**src/rtl/sine_sample_capture.sv**
```systemverilog
// Captures decimated (optionally mid-scale triggered) sine samples into a FIFO for CPU readout
// over an Avalon-MM CSR window; level interrupt when the programmed window has been captured.
module sine_sample_capture #(
    parameter int DATA_W = 10,
    parameter int DEPTH  = 256,
    parameter int ADDR_W = 8
) (
    input  logic              Clk,
    input  logic              ResetN,
    input  logic              ChipSelect,
    input  logic              Write,
    input  logic              Read,
    input  logic [1:0]        Address,
    input  logic [31:0]       WriteData,
    output logic [31:0]       ReadData,
    input  logic [DATA_W-1:0] iData_sin,
    input  logic              iSample_tick,
    output logic              oIrq
);

    localparam logic [1:0]        A_CTRL   = 2'd0;
    localparam logic [1:0]        A_STATUS = 2'd1;
    localparam logic [1:0]        A_DATA   = 2'd2;
    localparam logic [1:0]        A_LEN    = 2'd3;
    localparam logic [ADDR_W:0]   DEPTH_C  = (ADDR_W+1)'(DEPTH);
    localparam logic [DATA_W-1:0] MID      = {1'b1, {(DATA_W-1){1'b0}}};

    typedef enum logic [1:0] {
        ST_IDLE,
        ST_ARMED,
        ST_CAPTURE
    } state_t;

    state_t              state_q, state_d;
    logic                trig_en_q, trig_en_d;
    logic                irq_en_q, irq_en_d;
    logic [7:0]          decim_q, decim_d;
    logic [ADDR_W:0]     len_q, len_d;
    logic                done_q, done_d;
    logic                ovf_q, ovf_d;
    logic [ADDR_W-1:0]   wr_ptr_q, wr_ptr_d;
    logic [ADDR_W-1:0]   rd_ptr_q, rd_ptr_d;
    logic [ADDR_W:0]     count_q, count_d;
    logic [ADDR_W:0]     captured_q, captured_d;
    logic [7:0]          decim_cnt_q, decim_cnt_d;
    logic [DATA_W-1:0]   prev_q, prev_d;
    logic                prev_valid_q, prev_valid_d;
    logic [31:0]         rdata_q, rdata_d;

    logic [DATA_W-1:0]   mem_q [DEPTH];

    logic                wr_en;
    logic                rd_en;
    logic                start_req;
    logic                clear_req;
    logic                fifo_empty;
    logic                fifo_full;
    logic                tick_acc;
    logic                trigger;
    logic                push_req;
    logic                push_ok;
    logic                pop;
    logic [ADDR_W:0]     eff_len;
    logic [ADDR_W:0]     captured_inc;
    logic [31:0]         status_word;
    logic [31:0]         ctrl_word;
    logic                unused_wdata;

    assign unused_wdata = ^WriteData[31:16];

    assign wr_en      = ChipSelect & Write;
    assign rd_en      = ChipSelect & Read;
    assign start_req  = wr_en && (Address == A_CTRL) && WriteData[0];
    assign clear_req  = wr_en && (Address == A_CTRL) && WriteData[1];
    assign fifo_empty = (count_q == '0);
    assign fifo_full  = (count_q == DEPTH_C);
    assign eff_len    = ((len_q == '0) || (len_q > DEPTH_C)) ? DEPTH_C : len_q;
    assign tick_acc   = iSample_tick && (decim_cnt_q == decim_q);
    assign trigger    = prev_valid_q && (prev_q < MID) && (iData_sin >= MID);
    assign captured_inc = captured_q + 1'b1;

    always_comb begin
        status_word = '0;
        status_word[0] = (state_q == ST_ARMED) || (state_q == ST_CAPTURE);
        status_word[1] = done_q;
        status_word[2] = ovf_q;
        status_word[3] = fifo_empty;
        status_word[4] = fifo_full;
        status_word[ADDR_W+16:16] = count_q;
        ctrl_word = {16'b0, decim_q, 4'b0, irq_en_q, trig_en_q, 2'b0};
    end

    always_comb begin
        state_d      = state_q;
        trig_en_d    = trig_en_q;
        irq_en_d     = irq_en_q;
        decim_d      = decim_q;
        len_d        = len_q;
        done_d       = done_q;
        ovf_d        = ovf_q;
        wr_ptr_d     = wr_ptr_q;
        rd_ptr_d     = rd_ptr_q;
        count_d      = count_q;
        captured_d   = captured_q;
        decim_cnt_d  = decim_cnt_q;
        prev_d       = prev_q;
        prev_valid_d = prev_valid_q;
        rdata_d      = rdata_q;
        push_req     = 1'b0;
        push_ok      = 1'b0;
        pop          = 1'b0;

        if (iSample_tick) begin
            decim_cnt_d = tick_acc ? '0 : decim_cnt_q + 1'b1;
        end

        if (rd_en) begin
            rdata_d = '0;
            case (Address)
                A_CTRL:   rdata_d = ctrl_word;
                A_STATUS: rdata_d = status_word;
                A_DATA: begin
                    if (!fifo_empty) begin
                        pop = 1'b1;
                        rdata_d[DATA_W-1:0] = mem_q[rd_ptr_q];
                    end
                end
                default:  rdata_d[ADDR_W:0] = len_q;
            endcase
        end

        if (wr_en) begin
            case (Address)
                A_CTRL: begin
                    trig_en_d = WriteData[2];
                    irq_en_d  = WriteData[3];
                    decim_d   = WriteData[15:8];
                end
                A_STATUS: begin
                    if (WriteData[1]) done_d = 1'b0;
                    if (WriteData[2]) ovf_d  = 1'b0;
                end
                A_LEN:   len_d = WriteData[ADDR_W:0];
                default: ;
            endcase
        end

        // Hardware events are applied after W1C so a set on the same cycle is not lost.
        case (state_q)
            ST_ARMED: begin
                if (tick_acc) begin
                    if (trigger) begin
                        push_req = 1'b1;
                    end else begin
                        prev_d       = iData_sin;
                        prev_valid_d = 1'b1;
                    end
                end
            end
            ST_CAPTURE: begin
                if (tick_acc) push_req = 1'b1;
            end
            default: ;
        endcase

        if (push_req) begin
            captured_d = captured_inc;
            if (captured_inc == eff_len) begin
                done_d  = 1'b1;
                state_d = ST_IDLE;
            end else begin
                state_d = ST_CAPTURE;
            end
            if (!fifo_full || pop) begin
                push_ok = 1'b1;
            end else begin
                ovf_d = 1'b1;
            end
        end

        if (push_ok) wr_ptr_d = wr_ptr_q + 1'b1;
        if (pop)     rd_ptr_d = rd_ptr_q + 1'b1;
        if (push_ok && !pop) begin
            count_d = count_q + 1'b1;
        end else if (pop && !push_ok) begin
            count_d = count_q - 1'b1;
        end

        if (start_req && (state_q == ST_IDLE)) begin
            state_d      = WriteData[2] ? ST_ARMED : ST_CAPTURE;
            captured_d   = '0;
            done_d       = 1'b0;
            ovf_d        = 1'b0;
            decim_cnt_d  = '0;
            prev_valid_d = 1'b0;
        end

        if (clear_req) begin
            state_d    = ST_IDLE;
            wr_ptr_d   = '0;
            rd_ptr_d   = '0;
            count_d    = '0;
            captured_d = '0;
            done_d     = 1'b0;
            ovf_d      = 1'b0;
            push_ok    = 1'b0;
        end
    end

    always_ff @(posedge Clk or negedge ResetN) begin
        if (!ResetN) begin
            state_q      <= ST_IDLE;
            trig_en_q    <= 1'b0;
            irq_en_q     <= 1'b0;
            decim_q      <= '0;
            len_q        <= '0;
            done_q       <= 1'b0;
            ovf_q        <= 1'b0;
            wr_ptr_q     <= '0;
            rd_ptr_q     <= '0;
            count_q      <= '0;
            captured_q   <= '0;
            decim_cnt_q  <= '0;
            prev_q       <= '0;
            prev_valid_q <= 1'b0;
            rdata_q      <= '0;
        end else begin
            state_q      <= state_d;
            trig_en_q    <= trig_en_d;
            irq_en_q     <= irq_en_d;
            decim_q      <= decim_d;
            len_q        <= len_d;
            done_q       <= done_d;
            ovf_q        <= ovf_d;
            wr_ptr_q     <= wr_ptr_d;
            rd_ptr_q     <= rd_ptr_d;
            count_q      <= count_d;
            captured_q   <= captured_d;
            decim_cnt_q  <= decim_cnt_d;
            prev_q       <= prev_d;
            prev_valid_q <= prev_valid_d;
            rdata_q      <= rdata_d;
        end
    end

    // Storage needs no reset; occupancy is tracked by the pointers and count.
    always_ff @(posedge Clk) begin
        if (push_ok) mem_q[wr_ptr_q] <= iData_sin;
    end

    assign ReadData = rdata_q;
    assign oIrq     = done_q & irq_en_q;

endmodule
```
**config.mk**
```make
export PLATFORM = sky130hd
export DESIGN_NAME = sine_sample_capture
export DESIGN_NICKNAME = d
export VERILOG_FILES = /design/src/rtl/sine_sample_capture.sv
export SDC_FILE = /design/constraint.sdc
export NUM_CORES = 2
export LEC_CHECK = 0
export ABC_AREA = 1
export CAP_MARGIN = 40
export CELL_PAD_IN_SITES_DETAIL_PLACEMENT = 0
export CELL_PAD_IN_SITES_GLOBAL_PLACEMENT = 1
export CORE_ASPECT_RATIO = 1.25
export CORE_MARGIN = 1.5
export CORE_UTILIZATION = 50
export CTS_BUF_LIST = sky130_fd_sc_hd__clkbuf_8
export CTS_CLUSTER_DIAMETER = 120
export CTS_CLUSTER_SIZE = 14
export DETAILED_ROUTE_END_ITERATION = 6
export PLACE_DENSITY_LB_ADDON = 0.1
export SLEW_MARGIN = 20
export SYNTH_ARGS = -nofsm -noshare
export SYNTH_HDL_FRONTEND = slang
export SYNTH_SLANG_ARGS = --single-unit
```
**constraint.sdc**
```tcl
create_clock -name Clk -period 3.96 [get_ports Clk]
set_clock_uncertainty 0.1 [all_clocks]
set_input_delay 0.99 -clock Clk [delete_from_list [all_inputs] [get_ports Clk]]
set_output_delay 0.99 -clock Clk [all_outputs]
set_load 0.05 [all_outputs]
```
* After elaboration in Yosys (flattened, before gate mapping)
Memory sizes are Yosys's and may differ from the RTL's. Index checks and enable logic that the tools add are counted.
Operators by class: mux-type cells 53, bitwise logic cells 4, equality and inequality tests 9, reductions and logical operators 30, $lt $le $gt $ge 3, add/subtract/negate cells 6
Operator list (count):
- 2-to-1 mux 9 bit | 7
- 2-to-1 mux 8 bit | 7
- case mux 15 bit (2 select lines) | 1
- 2-to-1 mux 1 bit | 29
- case mux 9 bit (3 select lines) | 1
- adder 8 x 1 -> 8 bit, second input constant | 3
- adder 9 x 1 -> 9 bit, second input constant | 2
- logical NOT 9 bit | 2
- >= comparator 10 bit, second input constant | 1
- < comparator 10 bit, second input constant | 1
- 2-to-1 mux 10 bit | 1
- 2-to-1 mux 2 bit | 5
- nonzero test 2 bit | 5
- equality test 9 bit | 1
- equality test 9 bit, second input constant | 1
- greater-than comparator 9 bit, second input constant | 1
- logical AND 1 bit | 9
- subtractor 9 x 1 -> 9 bit, second input constant | 1
- equality test 8 bit | 1
- equality test 2 bit, second input constant | 3
- AND reduction 3 bit | 2
- nonzero test 3 bit | 2
- equality test 2 x 1 -> 1 bit, second input constant | 2
- logical NOT 2 bit | 2
- 7 further kinds | 15
Storage, ports and cells: memories 1, bits in registers 108, word-level logic and storage cells 121, input port bits 50, memory bits (writable) 2560
Memory list:
- mem_q | words 256, width 10, rd ports 1, clocked after memory_dff 0, wr ports 1, line 50 | logic [DATA_W-1:0] mem_q [DEPTH];

* Longest topological paths before layout
depth after elaboration 12, gate-level depth with buffers 24

* Worst setup path before layout
Ideal clock, no wire load.
path type input to register, start input port iSample_tick, end register count_q[7], path buffers 0, data arrival time 3.083 ns, slack 0.649 ns, stages 18, path through inv_1 a21oi_1 nand4_1 nor2_2 nand2_2 nor2_8 nand2_2 ha_1 a21oi_1 nand2_1 nand2_1 nand2_1 a21oi_1 nor2_1 o21ai_0 nand2_1 xor2_1 o22ai_1
On the way: longest elaborated chain between the ends 7, elaborated cells between the ends (all ways) 11, classes of those cells mux (6); reduce/logical (5)
Ends and longest elaborated chain:
- start: declaration | line 17 | input logic iSample_tick,
- logical AND 1 bit (*) | line 78 | assign tick_acc = iSample_tick && (decim_cnt_q == decim_q);
- 2-to-1 mux 1 bit (on tied branches) | line 161, 151
- case mux 1 bit (2 select lines) (*) | line 149 | case (state_q)
- 2-to-1 mux 1 bit (*) | line 166 | if (push_req) begin
- logical AND 1 bit / logical NOT 1 bit (equally long branches) | line 183, 185
- 2-to-1 mux 9 bit / logical AND 1 bit (equally long branches) | line 183, 185
- 2-to-1 mux 9 bit / nonzero test 3 bit (equally long branches)
- end signal: assignment | line 237 | count_q <= count_d;
- end: declaration | line 43 | logic [ADDR_W:0] count_q, count_d;
Every way passes the cells marked *; elsewhere a longest branch is shown, timed or not. A chain may end at the register's enable or synchronous reset.

* Final worst setup path
start register rd_ptr_q[0], end register rdata_q[8], in the netlist ReadData[8]
On the way: longest elaborated chain between the ends 3
Ends and longest elaborated chain:
- start: declaration | line 42 | logic [ADDR_W-1:0] rd_ptr_q, rd_ptr_d;
- start signal: assignment | line 236 | rd_ptr_q <= rd_ptr_d;
- memory read (256 x 10 bit)
- 2-to-1 mux 10 bit | line 123 | if (!fifo_empty) begin
- case mux 9 bit (3 select lines) | line 119 | case (Address)
- end signal: assignment | line 242 | rdata_q <= rdata_d;
- end: declaration | line 48 | logic [31:0] rdata_q, rdata_d;
No other way between the ends.

==> flow_metrics.py <==
metrics = {
    "status": {
        "outcome": "finished, violations left",
        "failing_checks": "DRC",
    },
    "floorplanning": {
        "design.portCount": 83,
        "core-area_um2": 219000,
        "chipHeight_um": 527,
        "overall_die_area_um2": 223000,
        "initial_core_utilization": 0.503,
        "dieWidth_um": 422,
        "num_rows": 192,
    },
    "timing": {
        "timing.final.crit_period_ns": 3.74,
        "final_setup_violation_count": 0,
        "grt_setup_unrepaired": "no",
        "final.period_utilization": 0.945,
        "slew_viol_final": 0,
        "fmaxAchievable_mhz": 267,
        "fin_setup_tns_ns": 0,
        "transition_at_the_pin_with_the_smallest_max_transition_slack_ns": 0.864,
        "layout_setup_ws_ns": 0.218,
        "report.final.hold_viol_count": 0,
        "worst_slew_margin_rel": 0.423,
    },
    "place": {
        "place.gp.congestion": 0.897,
        "placement.setup.worst_slack_ns": -0.0908,
        "io_buffers": 59,
        "place_area_um2": 118000,
        "hpwl_reported_at_the_end_of_detailed_placement_um": 202000,
    },
    "logic_synthesis": {
        "synth_largest_area_cell": "sky130_fd_sc_hd__edfxtp_1",
        "synth.top_cell.area_share": 0.699,
        "synth.avg_cell_area_um2": 11.3,
        "post_synth_most_frequent_cells": "2831 x sky130_fd_sc_hd__nand2_1, 2560 x sky130_fd_sc_hd__edfxtp_1, 1473 x sky130_fd_sc_hd__nand3_1",
        "yosys_most_used_dff": "sky130_fd_sc_hd__edfxtp_1",
        "post-synth-top-count-cell": "sky130_fd_sc_hd__nand2_1",
        "postSynthCellCount": 9706,
        "summed_instance_area_of_the_synthesized_netlist_um2": 110000,
        "synth_async_sr_flop_share": 0.0347,
        "number_of_enable_type_register_cells_in_the_synthesized_netlist": 2560,
        "synthesis.yosys.warnings": 0,
        "number_of_synthesized_register_bits": 2652,
        "ys_top_cells_by_area": "sky130_fd_sc_hd__edfxtp_1 70%, sky130_fd_sc_hd__nand2_1 9.7%, sky130_fd_sc_hd__nand3_1 6.7%, sky130_fd_sc_hd__nor2_1 3.4%, sky130_fd_sc_hd__dfrtp_1 2.1%",
        "post_synth_num_cell_types": 45,
        "yosysSeqAreaShare": 0.720,
    },
    "global_routing": {
        "groute.usage.overall": 0.290,
        "first_global_vias": 70100,
        "number_of_antenna_violations_at_the_first_check_in_global_routing": 12,
        "grt_max_degree": 125,
        "first_pass_grt_wire_length_um": 473000,
        "global_route.overflow_total": 0,
    },
    "final_layout": {
        "multi_input_area_um2": 26500,
        "finalInstanceArea_um2": 121000,
        "area.growth.synth_to_final_pct": 9.77,
        "ff_latch_area_um2": 79200,
        "drive_above_1_share": 0.0899,
        "final_nets": 10100,
        "nFillCells": 18800,
    },
    "clock_tree": {
        "max-clock-path-buffers": 4,
        "tritoncts": "built",
        "hold_buffers": 1,
        "postCtsSetupRepairBufs": 0,
        "cts-root-buf": "sky130_fd_sc_hd__clkbuf_8",
        "worst_setup_hold_path_clk_slew_ns": 0.10,
        "cts.sinks": 2652,
        "source_to_sink_clock_delay_at_the_later_pin_of_the_worst_skew_pair_ns": 1.05,
        "ctsHtreeMaxLevel": 4,
        "cts_buffers": 215,
        "post_cts_resized": 0,
    },
    "hold_path": {
        "timing.hold.worst.class": "input port to flop",
        "hold_path_startpoint": "iData_sin[1]",
    },
    "critical_path": {
        "worst-endpoint-arrival_ns": 4.55,
        "critPathLaunchType": "flop",
        "timing.critical_path.from": "rd_ptr_q[0]$_DFFE_PN0P_",
        "critPathKind": "flop to flop",
        "worstPathMaxFanout": 60,
        "end_kind": "flop",
        "required_ns": 4.77,
        "r2r_start": "rd_ptr_q[0]$_DFFE_PN0P_",
    },
    "power": {
        "power_density_nw_per_um2": 551,
        "leakage_uw": 0.0444,
        "irDropWorstVdd_uv": 389,
    },
    "detailed_routing": {
        "vias_per_cell": 5.62,
        "drt_iter0_markers": 7862,
        "total_wire_length_um": 327000,
        "final_ant_viol_nets": 0,
        "route.detailed.wl_per_inst_um": 25.2,
        "num_vias": 72800,
        "detail_route.drc_violations": 2,
        "drt_pass1_iterations": 7,
    },
    "run": {
        "max_cap_viol_count": 0,
    },
}
-- cell usage in the layout, fill, tap and decap left out, drive strengths merged --
cell type         n
conb              7
nand3          1474
xnor2             3
nand3b            3
or2               7
a221oi            1
o211ai           93
clkbuf          216
clkinvlp          1
ha               19
and3              1
inv             382
nor3             33
o211a             1
buf             630
dlygate4sd3       1
nand4             8
a21oi           151
fa                1
clkinv            6
mux2i             1
a211oi            4
clkdlybuf4s50    48
edfxtp         2560
o31ai             2
o21ai           386
o22ai            24
nand2          2853
xor2             17
a21boi           23
o21bai            1
nor2            996
diode             2
dfrtp            92
a31oi             3
nor4              3
-- area by class of cell --
cell class,instances,area share
clock inverters,34,0.00123
multi-input cells,6115,0.220
flip-flops and latches,2652,0.656
repair buffers,679,0.0565
inverters,355,0.0113
diodes,2,0.0000415
well taps,2910,0.0302
clock buffers,216,0.0246
-- critical path, cell delays in order, from the launching register on --
cell and delay (ns):
sky130_fd_sc_hd__dfrtp_4 0.69, sky130_fd_sc_hd__inv_16 0.24, sky130_fd_sc_hd__buf_12 0.28, sky130_fd_sc_hd__o21ai_0 0.29
sky130_fd_sc_hd__nand3_1 0.11, sky130_fd_sc_hd__nand3_1 0.12, sky130_fd_sc_hd__nand2_1 0.17, sky130_fd_sc_hd__nand2_1 0.12
sky130_fd_sc_hd__nand2_1 0.16, sky130_fd_sc_hd__nor2_1 0.48, sky130_fd_sc_hd__nand2_1 0.09, sky130_fd_sc_hd__nand3_1 0.09
sky130_fd_sc_hd__nand2_1 0.20, sky130_fd_sc_hd__nand2_1 0.18, sky130_fd_sc_hd__nand2_1 0.07, sky130_fd_sc_hd__nand2_1 0.06
sky130_fd_sc_hd__nand2_1 0.05
-- per-stage QoR --
step / total power [uW] / hold WS [ns] / std cells / utilization
2_1_floorplan: 44300 / 0.353 / 9712 / -
3_3_place_gp: 53400 / 0.372 / 12700 / 0.537
3_5_place_dp: 53400 / 0.377 / 12700 / 0.538
4_1_cts: 66800 / 0.235 / 13000 / 0.552
5_1_grt: 69400 / 0.303 / 13000 / 0.552
6_report: 66500 / 0.321 / 13000 / 0.552
-- state kept, by name, summed over array words and instances, names as in the netlist --
register / cells
decim_cnt_q: 8
decim_q: 8
captured_q: 9
rd_ptr_q: 8
irq_en_q: 1
trig_en_q: 1
len_q: 9
prev_valid_q: 1
state_q: 2
prev_q: 1
ReadData: 25
count_q: 9
ovf_q: 1
mem_q: 2560
wr_ptr_q: 8
done_q: 1
-- path summary, 6_finish.rpt --
| check | to | slack (ns) | cells past startpoint |
|---|---|---|---|
| setup / recovery | ReadData[8]$_DFFE_PN0P_ | 0.22 | 16 |
| hold / removal | mem_q[8][1]$_DFFE_PP_ | 0.32 | 1 |
| setup reg to reg | ReadData[8]$_DFFE_PN0P_ | 0.22 | 16 |
| max in group asynchronous | decim_q[5]$_DFFE_PN0P_ | 2.55 | 4 |
| min in group asynchronous | wr_ptr_q[6]$_DFFE_PN0P_ | 0.36 | 2 |
| hold reg to reg | ReadData[2]$_DFFE_PN0P_ | 0.39 | 2 |
-- power breakdown --
part | total, uW | switching, uW | internal, uW
Combinational | 21600 | 15600 | 6010
Sequential | 31200 | 318 | 30900
Clock | 13600 | 8720 | 4920
-- metal layers --
| metal | global-route usage | vias up | wire length [um] |
|---|---|---|---|
| li1 | - | 33900 | - |
| met1 | 0.389 | 35800 | 132000 |
| met2 | 0.489 | 2624 | 160000 |
| met3 | 0.0316 | 506 | 21300 |
| met4 | 0.109 | 2 | 13300 |
| met5 | 0 | - | 7 |
-- cell families after synthesis --
| logic type | synth area share |
|---|---|
| muxes | 0.0000911 |
| AOI/OAI and AO/OA | 0.0346 |
| buffers and inverters | 0.0387 |
| other | 0.0000341 |
| adders and majority gates | 0.00234 |
| xor gates and xnor gates | 0.00159 |
| DFF | 0.720 |
| and+or+nand+nor | 0.202 |
(Power assumes the default switching activity.)
